**config.mk**
```make
export PLATFORM = sky130hd
export DESIGN_NAME = alu_div_seq
export DESIGN_NICKNAME = d
export VERILOG_FILES = /design/src/rtl/alu_div_seq.sv
export SDC_FILE = /design/constraint.sdc
export NUM_CORES = 1
export LEC_CHECK = 0
export CAP_MARGIN = 10
export CORE_UTILIZATION = 59
export CTS_BUF_LIST = sky130_fd_sc_hd__clkbuf_16
export DETAILED_ROUTE_END_ITERATION = 8
export GPL_ROUTABILITY_DRIVEN = 0
export PLACE_DENSITY_LB_ADDON = 0.12
export SLEW_MARGIN = 20
export SYNTH_ARGS = -nofsm -noshare
export SYNTH_HDL_FRONTEND = slang
export SYNTH_SLANG_ARGS = --single-unit
```
**constraint.sdc**
```tcl
create_clock -name clk -period 3.4 [get_ports clk]
set_input_delay 0.85 -clock clk [delete_from_list [all_inputs] [get_ports clk]]
set_output_delay 0.85 -clock clk [all_outputs]
set_load 0.03 [all_outputs]
```
**src/rtl/alu_div_seq.sv**
```systemverilog
// alu_div_seq: iterative restoring divider for MIPS32 DIV/DIVU.
// Produces one quotient bit per clock. Quotient goes to LO and remainder to HI.
// Optional macro DIV_ZERO_FAST_EN: a zero divisor skips the iterative datapath.
//
// Timing, with the op accepted at edge k:
//   edges k+1 .. k+WIDTH : CALC, one quotient bit per edge
//   edge  k+WIDTH+1      : FIXUP applies the signs
//   edge  k+WIDTH+2      : DONE publishes quo/rem/div_zero and pulses done
// A new op is accepted on any edge where the state is IDLE or DONE, so
// back-to-back operations need no bubble.
module alu_div_seq #(
  parameter int unsigned WIDTH = 32
) (
  input  logic             clk,
  input  logic             rst_n,
  input  logic             start,
  input  logic             sign,
  input  logic [WIDTH-1:0] a,
  input  logic [WIDTH-1:0] b,
  output logic             busy,
  output logic             done,
  output logic [WIDTH-1:0] quo,
  output logic [WIDTH-1:0] rem,
  output logic             div_zero
);

  localparam int unsigned CW = $clog2(WIDTH) + 1;

  typedef enum logic [1:0] {IDLE, CALC, FIXUP, DONE} state_t;

  state_t           state;
  logic [WIDTH-1:0] prem;      // partial remainder
  logic [WIDTH-1:0] dvd;       // dividend shifting out, quotient shifting in
  logic [WIDTH-1:0] dvs;       // divisor magnitude
  logic [WIDTH-1:0] a_raw;     // raw dividend, returned as remainder on b==0
  logic             op_sign;
  logic             neg_a;
  logic             neg_b;
  logic             bz;
  logic [CW-1:0]    cnt;
  logic [WIDTH-1:0] q_res;
  logic [WIDTH-1:0] r_res;
  logic             bz_res;

  logic             b_zero_c;
  logic [WIDTH-1:0] mag_a_c;
  logic [WIDTH-1:0] mag_b_c;
  logic [WIDTH:0]   shifted_c;
  logic             ge_c;
  logic [WIDTH-1:0] diff_c;

  // Operand magnitudes used at accept time.
  assign b_zero_c = (b == '0);
  assign mag_a_c  = (sign && a[WIDTH-1]) ? (~a + WIDTH'(1)) : a;
  assign mag_b_c  = (sign && b[WIDTH-1]) ? (~b + WIDTH'(1)) : b;

  // One shift-subtract step.
  // Because prem < dvs, a successful subtraction always fits in WIDTH bits.
  assign shifted_c = {prem, dvd[WIDTH-1]};
  assign ge_c      = (shifted_c >= {1'b0, dvs});
  assign diff_c    = shifted_c[WIDTH-1:0] - dvs;

  // Control FSM, datapath and registered outputs.
  always_ff @(posedge clk or negedge rst_n) begin
    if (!rst_n) begin
      state    <= IDLE;
      busy     <= 1'b0;
      done     <= 1'b0;
      quo      <= '0;
      rem      <= '0;
      div_zero <= 1'b0;
      prem     <= '0;
      dvd      <= '0;
      dvs      <= '0;
      a_raw    <= '0;
      op_sign  <= 1'b0;
      neg_a    <= 1'b0;
      neg_b    <= 1'b0;
      bz       <= 1'b0;
      cnt      <= '0;
      q_res    <= '0;
      r_res    <= '0;
      bz_res   <= 1'b0;
    end else begin
      done <= 1'b0;
      case (state)
        IDLE, DONE: begin
          if (state == DONE) begin
            quo      <= q_res;
            rem      <= r_res;
            div_zero <= bz_res;
            done     <= 1'b1;
          end
          state <= IDLE;
          if (start) begin
            op_sign <= sign;
            neg_a   <= sign & a[WIDTH-1];
            neg_b   <= sign & b[WIDTH-1];
            a_raw   <= a;
            bz      <= b_zero_c;
            prem    <= '0;
            dvd     <= mag_a_c;
            dvs     <= mag_b_c;
            cnt     <= '0;
`ifdef DIV_ZERO_FAST_EN
            if (b_zero_c) begin
              q_res  <= '1;
              r_res  <= a;
              bz_res <= 1'b1;
              state  <= DONE;
            end else begin
              state <= CALC;
              busy  <= 1'b1;
            end
`else
            state <= CALC;
            busy  <= 1'b1;
`endif
          end
        end
        CALC: begin
          prem <= ge_c ? diff_c : shifted_c[WIDTH-1:0];
          dvd  <= {dvd[WIDTH-2:0], ge_c};
          cnt  <= cnt + CW'(1);
          if (cnt == CW'(WIDTH - 1)) begin
            state <= FIXUP;
          end
        end
        FIXUP: begin
          if (bz) begin
            q_res  <= '1;
            r_res  <= a_raw;
            bz_res <= 1'b1;
          end else begin
            q_res  <= (op_sign && (neg_a != neg_b)) ? (~dvd + WIDTH'(1)) : dvd;
            r_res  <= (op_sign && neg_a) ? (~prem + WIDTH'(1)) : prem;
            bz_res <= 1'b0;
          end
          busy  <= 1'b0;
          state <= DONE;
        end
        default: state <= IDLE;
      endcase
    end
  end

endmodule

```
==> impl_metrics.env, run 1 <==
export IMPL_status="finished clean"
export IMPL_initial_core_util_pct=60.88
export IMPL_p_leak_nw=7.702
export IMPL_finalCriticalPeriod_ps=3243
export IMPL_antenna_found_initial=1
export IMPL_slowest_delay_ps=470
export IMPL_ys_ff_latch=272
export IMPL_max_slew_worst_pin_slew_ps=862.4
export IMPL_fin_skew_ps=9.769
export IMPL_wl_met2_um=17470
export IMPL_drcViolationCount=0
export IMPL_dieArea_sq_mm=0.02603
export IMPL_boundaryPins=135
export IMPL_fin_total_pwr_mw=18.58
export IMPL_fill_cells=1867
export IMPL_grt_max_degree=113
export IMPL_root_buffer="clkbuf_16"
export IMPL_grt_pass1_vias=11573
export IMPL_cts_setup_buffers=0
export IMPL_num_vias=11902
export IMPL_setup_viol=0
export IMPL_met3_length_um=1578
export IMPL_final_layout_size_suffix_gt1_share_pct=14.04
export IMPL_placedInstanceArea_sq_mm=0.01692
export IMPL_max_cap_violations=0
export IMPL_drtAntennaViolNets=0
export IMPL_worstPathCellList="ha_1 > nand3_1 > o21ai_1 > a21oi_1 > o21ai_1 > a31oi_1 > o21ai_2 > buf_12 > mux2i_1 > o21ai_0"
export IMPL_yosys_top_cells_area="dfrtp_1 (45%), mux2_2 (9.2%), o21ai_0 (6.1%), xor2_1 (5.2%), nand2_1 (4.4%)"
export IMPL_cp_max_fo=17
export IMPL_hold_path_class="in2async"
export IMPL_required_ps=3770
export IMPL_cp_arrival_ps=3620
export IMPL_synth_area_sq_mm=0.01498
export IMPL_port_buffers=134
export IMPL_slew_violations=0
export IMPL_maxClockFrequency_mhz=308.3
export IMPL_critPathTopFamily="compound AO/OA/AOI/OAI gates"
export IMPL_cp_start_kind="flip-flop"
export IMPL_htree_levels=1
export IMPL_cts_buffer_depth=3
export IMPL_syn_num_nets=1675
export IMPL_hpwl_um=26250
export IMPL_critPathKind="reg2reg"
export IMPL_synth_edff_count=0
export IMPL_synth_seq_area_share_pct=45.44
export IMPL_path_common_cell="o21ai_1"
export IMPL_seq_area_sq_mm=0.006808
export IMPL_async_reset_ff_share_pct=100.0
export IMPL_hold_buffers=0
export IMPL_setup_tns_ps=0
export IMPL_peakVddDrop_mv=0.5395
export IMPL_syn_avg_cell_area_sq_um=9.566
export IMPL_die_h_um=161.3
export IMPL_clk_pin_slew_ps=60
export IMPL_nNetsFinal=1812
export IMPL_overflow=0
export IMPL_path_buf_inv=1
export IMPL_wl_per_cell_um=17.26
export IMPL_synth_top_area_cell="dfrtp_1"
export IMPL_ys_types=56
export IMPL_dr_pass1_iters=5
export IMPL_via_per_inst=5.809
export IMPL_grt_first_pass_wirelength_um=58380
export IMPL_die_w_um=161.3
export IMPL_insertion_delay_ps=540
export IMPL_syn_to_final_growth_pct=19.23
export IMPL_yosysWarnings=0
export IMPL_cts_resized=0
export IMPL_wl_um=35370
export IMPL_wl_met1_um=15240
export IMPL_top_layer_used="met4"
export IMPL_fin_area_sq_mm=0.01786
export IMPL_tritoncts="built"
export IMPL_grt_usage_pct=27.79
export IMPL_power_density_mw_per_mm2=1040
export IMPL_rsz0062_at_grt="no"
export IMPL_synth_top_area_share_pct=45.44
export IMPL_max_slew_margin_pct=42.51
export IMPL_endpoint_kind="flip-flop"
export IMPL_netlist_instances=1566
export IMPL_dr_first_iter_drc_count=795
export IMPL_hold_viol_final=0
export IMPL_period_share_pct=95.39
export IMPL_core_area_sq_mm=0.02460
export IMPL_cts_sinks=272
export IMPL_slowest_stage="dfrtp_1"
export IMPL_ys_flop_type="dfrtp_1"
export IMPL_rows=57
export IMPL_multi_input_area_sq_mm=0.007670
export IMPL_cts_made_buffers=29
[stage by stage]
stage | utilization (%) | hold WS [ps] | worst slack [ps] | cells
after floorplan | - | 447.6 | 512.4 | 1566
after detailed placement | 68.75 | 469.8 | 24.19 | 1996
final | 72.59 | 290.5 | 156.8 | 2049
after CTS | 72.58 | 314.2 | 170.9 | 2048
after global placement | 68.75 | 461.0 | 76.97 | 1996
after global routing | 72.59 | 338.5 | 1.367 | 2049
[synthesized netlist by cell type (9+ instances only)]
master,instances
inv_1,59
nand2_1,177
ha_1,40
mux2i_1,22
mux2_2,122
a21oi_1,128
or3_1,20
dfrtp_1,272
o41ai_1,12
nor2_1,112
and3_1,9
a21o_1,15
clkbuf_1,76
o21ai_0,182
o31ai_1,19
xor2_1,89
nor3_1,15
a32oi_1,10
xnor2_1,57
nand3_1,16
a31oi_1,13
nor4_1,11
[cell families (layout without fill, tap and decap cells)]
family / Yosys count / in the layout / synth area share [%]
adders and majority gates: 41 / 41 / 3.474
muxes: 144 / 144 / 10.64
and+or+nand+nor: 411 / 411 / 12.70
other: 0 / 1 / 0
xor gates and xnor gates: 146 / 146 / 8.536
AOI/OAI and AO/OA: 413 / 413 / 15.71
DFF: 272 / 272 / 45.44
buffers and inverters: 139 / 297 / 3.500
[power breakdown]
part           switching (mW)  internal, mW
Combinational            5.45          4.21
Sequential               1.10          4.69
Clock                    1.28          1.85
Total                    7.83          10.7
[routing by layer]
| layer | vias up | track usage (%) |
|---|---|---|
| li1 | 5782 | - |
| met1 | 5696 | 36.48 |
| met4 | 0 | 9.820 |
| met5 | - | 0 |
| met3 | 69 | 2.928 |
| met2 | 355 | 47.92 |
[area by class of cell]
type / instances / area share [%]
multi-input cells: 1155 / 42.94
flip-flops and latches: 272 / 38.12
repair buffers: 186 / 10.14
clock buffers: 29 / 4.063
well taps: 324 / 2.270
inverters: 59 / 1.240
clock inverters: 23 / 1.212
diodes: 1 / 0.01401
[cells in the final DEF, fill, tap and decap left out, types with 6 or more instances in the layout]
master / netlist / routed
nand3_1: 16 / 16
a32oi_1: 10 / 10
clkdlybuf4s50_1: 0 / 133
mux2i_1: 22 / 22
nand2b_1: 6 / 6
a21o_1: 15 / 15
and3_1: 9 / 9
o41ai_1: 12 / 12
or4_1: 8 / 8
xor2_1: 89 / 89
a31oi_1: 13 / 13
clkinv_2: 0 / 9
nand2_1: 177 / 176
nor3_1: 15 / 15
buf_4: 0 / 46
ha_1: 40 / 38
mux2_2: 122 / 122
o31ai_1: 19 / 19
nor4_1: 11 / 11
inv_1: 59 / 63
clkbuf_16: 0 / 29
or3_1: 20 / 20
a21oi_1: 128 / 128
o21ai_0: 182 / 182
xnor2_1: 57 / 57
and2_1: 8 / 8
dfrtp_1: 272 / 271
nor2_1: 112 / 111
buf_12: 0 / 6
[flip-flops by register name, indices dropped and copies added, names as in the netlist]
register,cells
a_raw,32
busy,1
bz,1
bz_res,1
cnt,6
div_zero,1
done,1
dvd,32
dvs,32
neg_a,1
neg_b,1
op_sign,1
prem,32
q_res,32
quo,32
r_res,32
rem,32
state,2
[final timing paths]
path | startpoint | end | slack [ps] | cells past startpoint
setup / recovery | prem[3]$_DFFE_PN0P_ | prem[18]$_DFFE_PN0P_ | 160 | 10
hold / removal | rst_n | quo[29]$_DFFE_PN0P_ | 290 | 1
setup reg to reg | prem[3]$_DFFE_PN0P_ | prem[18]$_DFFE_PN0P_ | 160 | 10
hold reg to reg | dvs[21]$_DFFE_PN0P_ | dvs[21]$_DFFE_PN0P_ | 470 | 2
max in group asynchronous | rst_n | r_res[11]$_DFFE_PN0P_ | 2300 | 2
min in group clk | dvs[21]$_DFFE_PN0P_ | dvs[21]$_DFFE_PN0P_ | 470 | 2
Note: power is estimated with default switching activity, not from simulation.
==> run 2: changes to the inputs <==
Settings changed: CORE_UTILIZATION 59 to 53, PLACE_DENSITY set to 0.75, PLACE_DENSITY_LB_ADDON 0.12 to not set.
Clock period 3.4 ns to 2.7 ns, I/O delays scaled along.
==> run 2 against run 1 <==
The run now ends with negative setup slack left. Setup slack lost 390 ps. Die area grew 11%. Critical path depth is the same. Final area grew 9.9%. Non-clock buffer count grew 166. Sequential share of layout area shrank 3.4 points. First-iteration DRC count grew 2.4%. Critical path type unchanged. Largest power group unchanged. Highest routed layer unchanged.
==> impl_metrics.env, run 2 (same netlist as run 1, synthesis figures left out) <==
export IMPL_cts_sinks=272
export IMPL_power_density_mw_per_mm2=1318
export IMPL_syn_to_final_growth_pct=31.02
export IMPL_use_met2_pct=47.81
export IMPL_nNetsFinal=1978
export IMPL_grt_first_pass_wirelength_um=62300
export IMPL_drtAntennaViolNets=0
export IMPL_max_slew_margin_pct=44.59
export IMPL_worstPathCellList="or4_4 > and4bb_2 > nand2_2 > nor4_4 > nand2_2 > buf_6 > o41ai_4 > xor2_1 > o21ai_2 > mux2_4"
export IMPL_die_h_um=170.1
export IMPL_die_w_um=170.1
export IMPL_max_slew_worst_pin_slew_ps=831.1
export IMPL_p_leak_nw=8.595
export IMPL_hpwl_um=28710
export IMPL_dieArea_sq_mm=0.02894
export IMPL_fin_ws_ps=-233.4
export IMPL_clk_pin_slew_ps=60
export IMPL_grt_pass1_vias=12434
export IMPL_seq_area_sq_mm=0.006808
export IMPL_cp_arrival_ps=3370
export IMPL_violations="negative setup slack"
export IMPL_port_buffers=134
export IMPL_tritoncts="built"
export IMPL_grtUsageMet1_pct=33.23
export IMPL_peakVddDrop_mv=0.6583
export IMPL_rows=61
export IMPL_ff2ff_setup_slack_ps=-230
export IMPL_finalCriticalPeriod_ps=2933
export IMPL_htree_levels=1
export IMPL_max_cap_violations=0
export IMPL_grt_max_degree=81
export IMPL_wl_um=39670
export IMPL_fin_skew_ps=14.85
export IMPL_reg2reg_depth=10
export IMPL_cts_made_buffers=29
export IMPL_required_ps=3140
export IMPL_grt_util_met3_pct=3.093
export IMPL_num_vias=12895
export IMPL_hold_viol_final=0
export IMPL_boundaryPins=135
export IMPL_r2r_end="r_res[29]$_DFFE_PN0P_"
export IMPL_grt_busiest_layer="met2"
export IMPL_path_common_cell="nand2_2"
export IMPL_fin_total_pwr_mw=25.87
export IMPL_cp_start_kind="flip-flop"
export IMPL_setup_tns_ps=-717.4
export IMPL_cp_max_fo=2
export IMPL_via_per_inst=5.681
export IMPL_status="finished, violations left"
export IMPL_diodes=0
export IMPL_grt_usage_pct=27.03
export IMPL_r2r_start="prem[4]$_DFFE_PN0P_"
export IMPL_holdWs_ps=133.8
export IMPL_slowest_delay_ps=550
export IMPL_hold_path_class="in2async"
export IMPL_insertion_delay_ps=550
export IMPL_final_common_cell="dfrtp_1"
export IMPL_dr_first_iter_drc_count=814
export IMPL_maxClockFrequency_mhz=340.9
export IMPL_setup_viol=9
export IMPL_multi_input_area_sq_mm=0.008109
export IMPL_wl_per_cell_um=17.48
export IMPL_rsz0062_at_grt="yes"
export IMPL_dr_pass1_iters=6
export IMPL_final_layout_size_suffix_gt1_share_pct=24.26
export IMPL_overflow=0
export IMPL_endpoint_kind="flip-flop"
export IMPL_drcViolationCount=0
export IMPL_period_share_pct=108.6
export IMPL_critPathKind="reg2reg"
export IMPL_fill_cells=2058
export IMPL_cts_buffer_depth=3
export IMPL_antenna_found_initial=0
export IMPL_slowest_stage="or4_4"
export IMPL_initial_core_util_pct=53.92
export IMPL_slew_violations=0
export IMPL_core_area_sq_mm=0.02778
export IMPL_layout_common_cells="dfrtp_1 (271), buf_4 (203), nand2_1 (172)"
export IMPL_root_buffer="clkbuf_16"
run 2: changes by cell type in the layout (fill, tap and decap cells not counted), moves of 6 or more:
cell     before  now
buf_4        46  203
o21ai_0     182  169
ha_1         38   28
ha_4          0    9
o21ai_1       4   10
run 2: worst max-delay path by stage:
stage	from	endpoint	slack, ps	cells past startpoint
after floorplan	prem[19]$_DFFE_PN0P_	prem[30]$_DFFE_PN0P_	3	11
after global placement	a[4]	dvd[17]$_DFFE_PN0P_	-410	10
after detailed placement	a[5]	dvd[25]$_DFFE_PN0P_	-490	9
after CTS	prem[3]$_DFFE_PN0P_	r_res[29]$_DFFE_PN0P_	-170	10
after global routing	prem[4]$_DFFE_PN0P_	r_res[29]$_DFFE_PN0P_	-320	10
final	prem[4]$_DFFE_PN0P_	r_res[29]$_DFFE_PN0P_	-230	10
run 2: layout make-up:
| class | count | area share [%] |
|---|---|---|
| inverter | 59 | 1.141 |
| clock inverter | 25 | 0.7777 |
| tap | 378 | 2.410 |
| clock buffer | 29 | 3.697 |
| timing repair buffer | 352 | 15.98 |
| sequential | 272 | 34.68 |
| multi-input combinational | 1155 | 41.31 |
run 2: critical path: cells and delay by family (launching register included):
kind / cells / cell delay, ps
compound gates: 2 / 320
flops: 1 / 370
simple gates: 5 / 1460
mux: 1 / 270
xor+xnor: 1 / 250
buf+inv: 1 / 150
run 2: where the power goes:
group	switching [mW]	total [mW]	internal, mW
combinational	8.12	15.0	6.91
clock	1.63	3.68	2.05
sequential	1.25	7.16	5.91
run 2: layer usage:
metal / wire, um / share of wire [%] / up-vias
li1: - / - / 6104
met1: 16320 / 41 / 6248
met2: 19840 / 50 / 441
met3: 1963 / 4.9 / 102
met4: 1545 / 3.9 / 0
met5: 0 / 0 / -
run 2: per-stage QoR:
| stage | utilization (%) | std cells | area [sq um] | setup WS, ps |
|---|---|---|---|---|
| after floorplan | - | 1566 | 15000 | 2.637 |
| final | 70.65 | 2270 | 19630 | -233.4 |
| after global routing | 70.65 | 2270 | 19630 | -321.5 |
| after CTS | 69.01 | 2261 | 19170 | -169.2 |
| after detailed placement | 65.54 | 2204 | 18210 | -490.7 |
| after global placement | 65.54 | 2204 | 18210 | -412.1 |
run 2: timing repair:
action / in CTS / in global routing
resized for setup: 20 / 71
buffers inserted: 3 / 9
hold buffers: 0 / 0
pin swaps: 6 / 26
setup endpoints to repair: 40 / 48
